### config.mk
export PLATFORM = sky130hd
export DESIGN_NAME = multdiv_unit
export DESIGN_NICKNAME = d
export VERILOG_FILES = /design/src/rtl/multdiv_pkg.sv /design/src/rtl/multdiv_divider.sv /design/src/rtl/multdiv_unit.sv
export SDC_FILE = /design/constraint.sdc
export NUM_CORES = 1
export LEC_CHECK = 0
export ABC_AREA = 1
export BUFFER_PORTS_ARGS = -buffer_cell sky130_fd_sc_hd__buf_2
export CAP_MARGIN = 20
export CORE_MARGIN = 2
export CORE_UTILIZATION = 54
export DETAILED_ROUTE_END_ITERATION = 8
export GPL_TIMING_DRIVEN = 0
export PLACE_DENSITY = 0.77
export SYNTH_ARGS = -nofsm -noshare
export SYNTH_HDL_FRONTEND = slang
export SYNTH_SLANG_ARGS = --single-unit
### constraint.sdc
create_clock -name clock -period 2.54 [get_ports clock]
set_input_delay 0.381 -clock clock [delete_from_list [all_inputs] [get_ports clock]]
set_output_delay 0.381 -clock clock [all_outputs]
set_load 0.02 [all_outputs]
### src/rtl/multdiv_pkg.sv
// Shared types and constants for the iterative multiply/divide unit.
package multdiv_pkg;

  typedef enum logic [1:0] {
    StIdle,
    StMul,
    StDiv,
    StDone
  } state_e;

  // Counter width able to hold the value `width`.
  function automatic int unsigned cnt_w(input int unsigned width);
    return $clog2(width + 1);
  endfunction

  localparam int unsigned DefaultWidth = 32;
  localparam int unsigned Latency      = DefaultWidth + 1;

endpackage

### src/rtl/multdiv_divider.sv
// Restoring unsigned divider: one quotient bit per step_i, operand magnitudes loaded on load_i.
module multdiv_divider #(
  parameter int unsigned WIDTH = 32
) (
  input  logic             clk_i,
  input  logic             rst_i,
  input  logic             load_i,
  input  logic             step_i,
  input  logic [WIDTH-1:0] dividend_i,
  input  logic [WIDTH-1:0] divisor_i,
  output logic [WIDTH-1:0] quotient_o
);

  logic [WIDTH-1:0] rem_q, quo_q, dvs_q;
  logic [WIDTH:0]   rem_shift;
  logic             fits;
  logic [WIDTH-1:0] diff_lo;

  assign rem_shift = {rem_q, quo_q[WIDTH-1]};
  assign fits      = (rem_shift >= {1'b0, dvs_q});
  assign diff_lo   = WIDTH'(rem_shift - {1'b0, dvs_q});

  always_ff @(posedge clk_i) begin
    if (rst_i) begin
      rem_q <= '0;
      quo_q <= '0;
      dvs_q <= '0;
    end else if (load_i) begin
      rem_q <= '0;
      quo_q <= dividend_i;
      dvs_q <= divisor_i;
    end else if (step_i) begin
      // A remainder below the divisor never sets rem_shift[WIDTH], so the low bits suffice.
      rem_q <= fits ? diff_lo : rem_shift[WIDTH-1:0];
      quo_q <= {quo_q[WIDTH-2:0], fits};
    end
  end

  assign quotient_o = quo_q;

endmodule

### src/rtl/multdiv_unit.sv
// Iterative signed multiply (radix-2 Booth) / divide (restoring) unit, WIDTH+1 cycle latency.
// The divider datapath is compiled in only when MULTDIV_DIV_EN is defined.
module multdiv_unit
  import multdiv_pkg::*;
#(
  parameter int unsigned WIDTH = 32
) (
  input  logic             clock,
  input  logic             reset,
  input  logic [WIDTH-1:0] data_operandA,
  input  logic [WIDTH-1:0] data_operandB,
  input  logic             ctrl_MULT,
  input  logic             ctrl_DIV,
  output logic [WIDTH-1:0] data_result,
  output logic             data_exception,
  output logic             data_resultRDY,
  output logic             busy
);

  localparam int unsigned CntW = cnt_w(WIDTH);

  state_e state_q, state_d;

  logic               start_mul, start_div, start, last_step;
  logic [CntW-1:0]    cnt_q;
  logic [WIDTH-1:0]   op_a_q;
  logic [2*WIDTH:0]   acc_q;
  logic [WIDTH:0]     booth_hi, booth_m, booth_sum;
  logic [2*WIDTH-1:0] product;
  logic               mul_ovf;
  logic [WIDTH-1:0]   div_result;
  logic               div_exc;

  assign start_mul = ctrl_MULT & ~ctrl_DIV;
  assign start_div = ctrl_DIV & ~ctrl_MULT;
  assign start     = start_mul | start_div;
  assign last_step = (cnt_q == CntW'(WIDTH));

  always_ff @(posedge clock) begin
    if (reset) state_q <= StIdle;
    else       state_q <= state_d;
  end

  always_comb begin
    state_d = state_q;
    if (start_mul) begin
      state_d = StMul;
    end else if (start_div) begin
      state_d = StDiv;
    end else begin
      unique case (state_q)
        StMul, StDiv: if (last_step) state_d = StDone;
        StDone:       state_d = StIdle;
        default:      state_d = state_q;
      endcase
    end
  end

  always_comb begin
    busy           = (state_q == StMul) || (state_q == StDiv);
    data_resultRDY = (state_q == StDone);
  end

  // Partial sum kept one bit wider so a most-negative multiplicand cannot wrap.
  assign booth_hi = {acc_q[2*WIDTH], acc_q[2*WIDTH:WIDTH+1]};
  assign booth_m  = {op_a_q[WIDTH-1], op_a_q};

  always_comb begin
    booth_sum = booth_hi;
    case (acc_q[1:0])
      2'b01:   booth_sum = booth_hi + booth_m;
      2'b10:   booth_sum = booth_hi - booth_m;
      default: booth_sum = booth_hi;
    endcase
  end

  assign product = acc_q[2*WIDTH:1];
  assign mul_ovf = (product[2*WIDTH-1:WIDTH] != {WIDTH{product[WIDTH-1]}});

  always_ff @(posedge clock) begin
    if (reset) begin
      cnt_q          <= '0;
      op_a_q         <= '0;
      acc_q          <= '0;
      data_result    <= '0;
      data_exception <= 1'b0;
    end else if (start) begin
      cnt_q          <= '0;
      op_a_q         <= data_operandA;
      acc_q          <= {{WIDTH{1'b0}}, data_operandB, 1'b0};
      data_result    <= '0;
      data_exception <= 1'b0;
    end else if (busy) begin
      if (!last_step) begin
        cnt_q <= cnt_q + CntW'(1);
        if (state_q == StMul) acc_q <= {booth_sum, acc_q[WIDTH:1]};
      end else if (state_q == StMul) begin
        data_result    <= product[WIDTH-1:0];
        data_exception <= mul_ovf;
      end else begin
        data_result    <= div_result;
        data_exception <= div_exc;
      end
    end
  end

`ifdef MULTDIV_DIV_EN
  logic [WIDTH-1:0] a_mag, b_mag, quo_mag;
  logic             div_fault_q, quot_neg_q;

  assign a_mag = data_operandA[WIDTH-1] ? -data_operandA : data_operandA;
  assign b_mag = data_operandB[WIDTH-1] ? -data_operandB : data_operandB;

  always_ff @(posedge clock) begin
    if (reset) begin
      div_fault_q <= 1'b0;
      quot_neg_q  <= 1'b0;
    end else if (start_div) begin
      div_fault_q <= (data_operandB == '0) ||
                     ((data_operandA == {1'b1, {(WIDTH-1){1'b0}}}) && (data_operandB == '1));
      quot_neg_q  <= data_operandA[WIDTH-1] ^ data_operandB[WIDTH-1];
    end
  end

  multdiv_divider #(
    .WIDTH (WIDTH)
  ) u_divider (
    .clk_i      (clock),
    .rst_i      (reset),
    .load_i     (start_div),
    .step_i     ((state_q == StDiv) && !last_step && !start),
    .dividend_i (a_mag),
    .divisor_i  (b_mag),
    .quotient_o (quo_mag)
  );

  always_comb begin
    div_exc    = div_fault_q;
    div_result = '0;
    if (!div_fault_q) div_result = quot_neg_q ? -quo_mag : quo_mag;
  end
`else
  assign div_result = '0;
  assign div_exc    = 1'b1;
`endif

endmodule

==> impl_metrics.ini <==
[run_status]
status = finished, violations left
violations = setup timing

[power]
p_seq_frac = 0.337
p_switching_mw = 2.67
vdd_drop_max_mv = 0.522
p_clk_frac = 0.341
powerDensity_nw_per_um2 = 576
p_int_mw = 4.43
p_total_mw = 7.11
power.leakage_nw = 5.92
combinationalPowerShare = 0.322
switching_share = 0.376

[synth]
synth.avg_cell_area_sq_um = 6.17
synthesis.area_sq_um = 9170
synth_top_area_frac = 0.301
async_flop_share = 0
synth_edf_count = 0
seq_area_frac_synth = 0.301
synth_seq_cells = 138
ys_top_cells_by_area = dfxtp_1 30%, nand2_1 18%, inv_1 9.0%
synth.net_count = 1596
ys_types = 49
yosysWarnings = 0
yosysTopAreaCell = dfxtp_1
synth_cells = 1486
synthFlopType = dfxtp_1

[drt]
drcViolationCount = 0
ant_nets = 0
wl_per_cell_microns = 17.0
viasPerCell = 5.63
firstDrtPassIters = 8
via_count = 10640
wirelength_microns = 32200
drt-initial-drc-count = 974

[final_layout]
layoutNonFillerInstCount = 1889
layout.core_utilization = 0.744
num_antenna_cells = 0
nNetsFinal = 1766
drive_gt1_frac = 0.306
final_common_cell = nand2_1
final_cell_mix = 337 x nand2_1, 186 x inv_1, 133 x dfxtp_1
syn_to_final_growth_pct = 34.5

[global_route]
grt_pass1_vias = 9588
grt_max_degree = 17
grt_pass1_wl_microns = 46300
antenna_found_initial = 0
grt-ovfl-total = 0
grt_usage = 0.323

[clock_network]
ctsHoldBuffers = 0
cts_tree = built
clk_latency_ns = 0.44
cts_root_buffer = clkbuf_16
clockBufferDepth = 2
htree_num_levels = 4
cts_made_buffers = 17
cts.reportedPaths.clkPinSlew_ns = 0.07
clock_sink_count = 138

[floorplan]
start_util = 0.553
die_width_microns = 134
rows = 47
io_pins = 103
fp.coreArea_sq_um = 16600
fp.dieArea_sq_um = 18000
die_h_microns = 134

[setup_path]
critPathRequiredTime_ns = 2.84
cp_max_fo = 4
critPathKind = reg -> reg
cp-end-kind = flip-flop
crit_arrival_ns = 3.40
start_kind = flip-flop

[job]
cap_violations = 0

[sta]
fin_crit_ns = 3.09
hold_slack_ns = 0.178
max_freq_mhz = 323
maxSlewViolCount = 0
fin_skew_ns = 0.00954
hold_viol_final = 0
min_period_over_period = 1.22
worst_pin_slew_ns = 0.777
worst_slack_ns = -0.553
slew_headroom = 0.482
setup-violations-final = 26
rsz0062_at_grt = yes

[worst_hold_path]
holdCritPathClass = in -> reg

[placed_design]
place_ws_ns = -0.829
place_inst = 1807
io_buffers = 101
hpwl_microns = 21200
routabilityCongestion = 0.954
[final cells by class]
class | instances | area, sq um
clock buffers | 17 | 425
repair buffers | 151 | 931
multi-input cells | 1065 | 6640
inverters | 224 | 853
clock inverters | 15 | 133
flip-flops and latches | 138 | 2770
plain buffers | 59 | 313
fillers | 1292 | 4250
well taps | 220 | 275
[Yosys cell counts (4+ instances only)]
master and number:
nor2_2 6, nand2_2 13, buf_4 7, nand3_1 59, xnor2_1 10, nor2_1 133
inv_2 4, o21ai_0 96, clkbuf_1 37, buf_2 13, ha_1 41, a21oi_1 134
inv_1 219, nand4_1 12, dfxtp_1 138, a31oi_1 33, nor3_1 8, xor2_1 32
nand2_1 446
[cell families (layout without fill, tap and decap cells)]
logic type      count (synthesis)  in the layout  synth area share
flops                         138            138             0.301
xor+xnor                       42             42            0.0401
buf+inv                       283            466             0.121
fa+ha+maj                      42             42            0.0581
simple gates                  700            700             0.316
compound gates                281            281             0.164
[timing repair]
action	in CTS	in global routing
setup endpoints to repair	31	29
gates resized for setup	126	238
setup buffers	26	24
pin swaps	60	137
hold endpoints to repair	0	0
[critical path, cell delays in order, from the launching register on]
cell and delay, ns:
dfxtp_4 0.36, nor3_4 0.19, nand3_2 0.13, nor2_4 0.22
nand2_4 0.10, nand2_4 0.10, o21a_1 0.18, o21ai_2 0.09
xnor2_2 0.19, ha_4 0.35, nand2_4 0.09, buf_12 0.14
nor2_4 0.16, nand2_2 0.10, nor2_1 0.10, nand2_1 0.09
nand3_1 0.11, nand3_2 0.09, nand2_1 0.11, a21oi_1 0.06
[final timing paths]
check                    startpoint         end  slack, ns  cells after the start
setup / recovery          op_a_q[0]   acc_q[58]      -0.55                     19
hold / removal    data_operandA[24]  op_a_q[24]       0.18                      3
setup reg to reg          op_a_q[0]   acc_q[58]      -0.55                     19
hold reg to reg            cnt_q[5]    cnt_q[5]       0.48                      1
[flip-flops by register name, summed over array words and instances (netlist names)]
register / flops
data_result: 32
cnt_q: 6
op_a_q: 32
state_q: 2
acc_q: 65
data_exception: 1
[per-stage QoR]
stage | instance area [sq um] | TNS [ns]
after floorplan | 9230 | -0.0178
after global placement | 10000 | -16.66
after detailed placement | 10000 | -16.60
after CTS | 11300 | -6.96
after global routing | 12300 | -14.42
final | 12300 | -10.85
[power by group through the flow]
stage	clock, mW	sequential [mW]	combinational [mW]
finish	2.42	2.40	2.29
global route	2.49	2.41	2.46
CTS	2.40	2.38	1.79
detailed placement	0	2.43	1.54
global placement	0	2.42	1.53
floorplan	0	2.40	1.13
[layer usage]
layer | global-route usage | part of all wire
met5 | 0 | 0
met4 | 0.138 | 0.051
met3 | 0.0529 | 0.076
met2 | 0.513 | 0.46
met1 | 0.436 | 0.41
(Power assumes the default switching activity.)
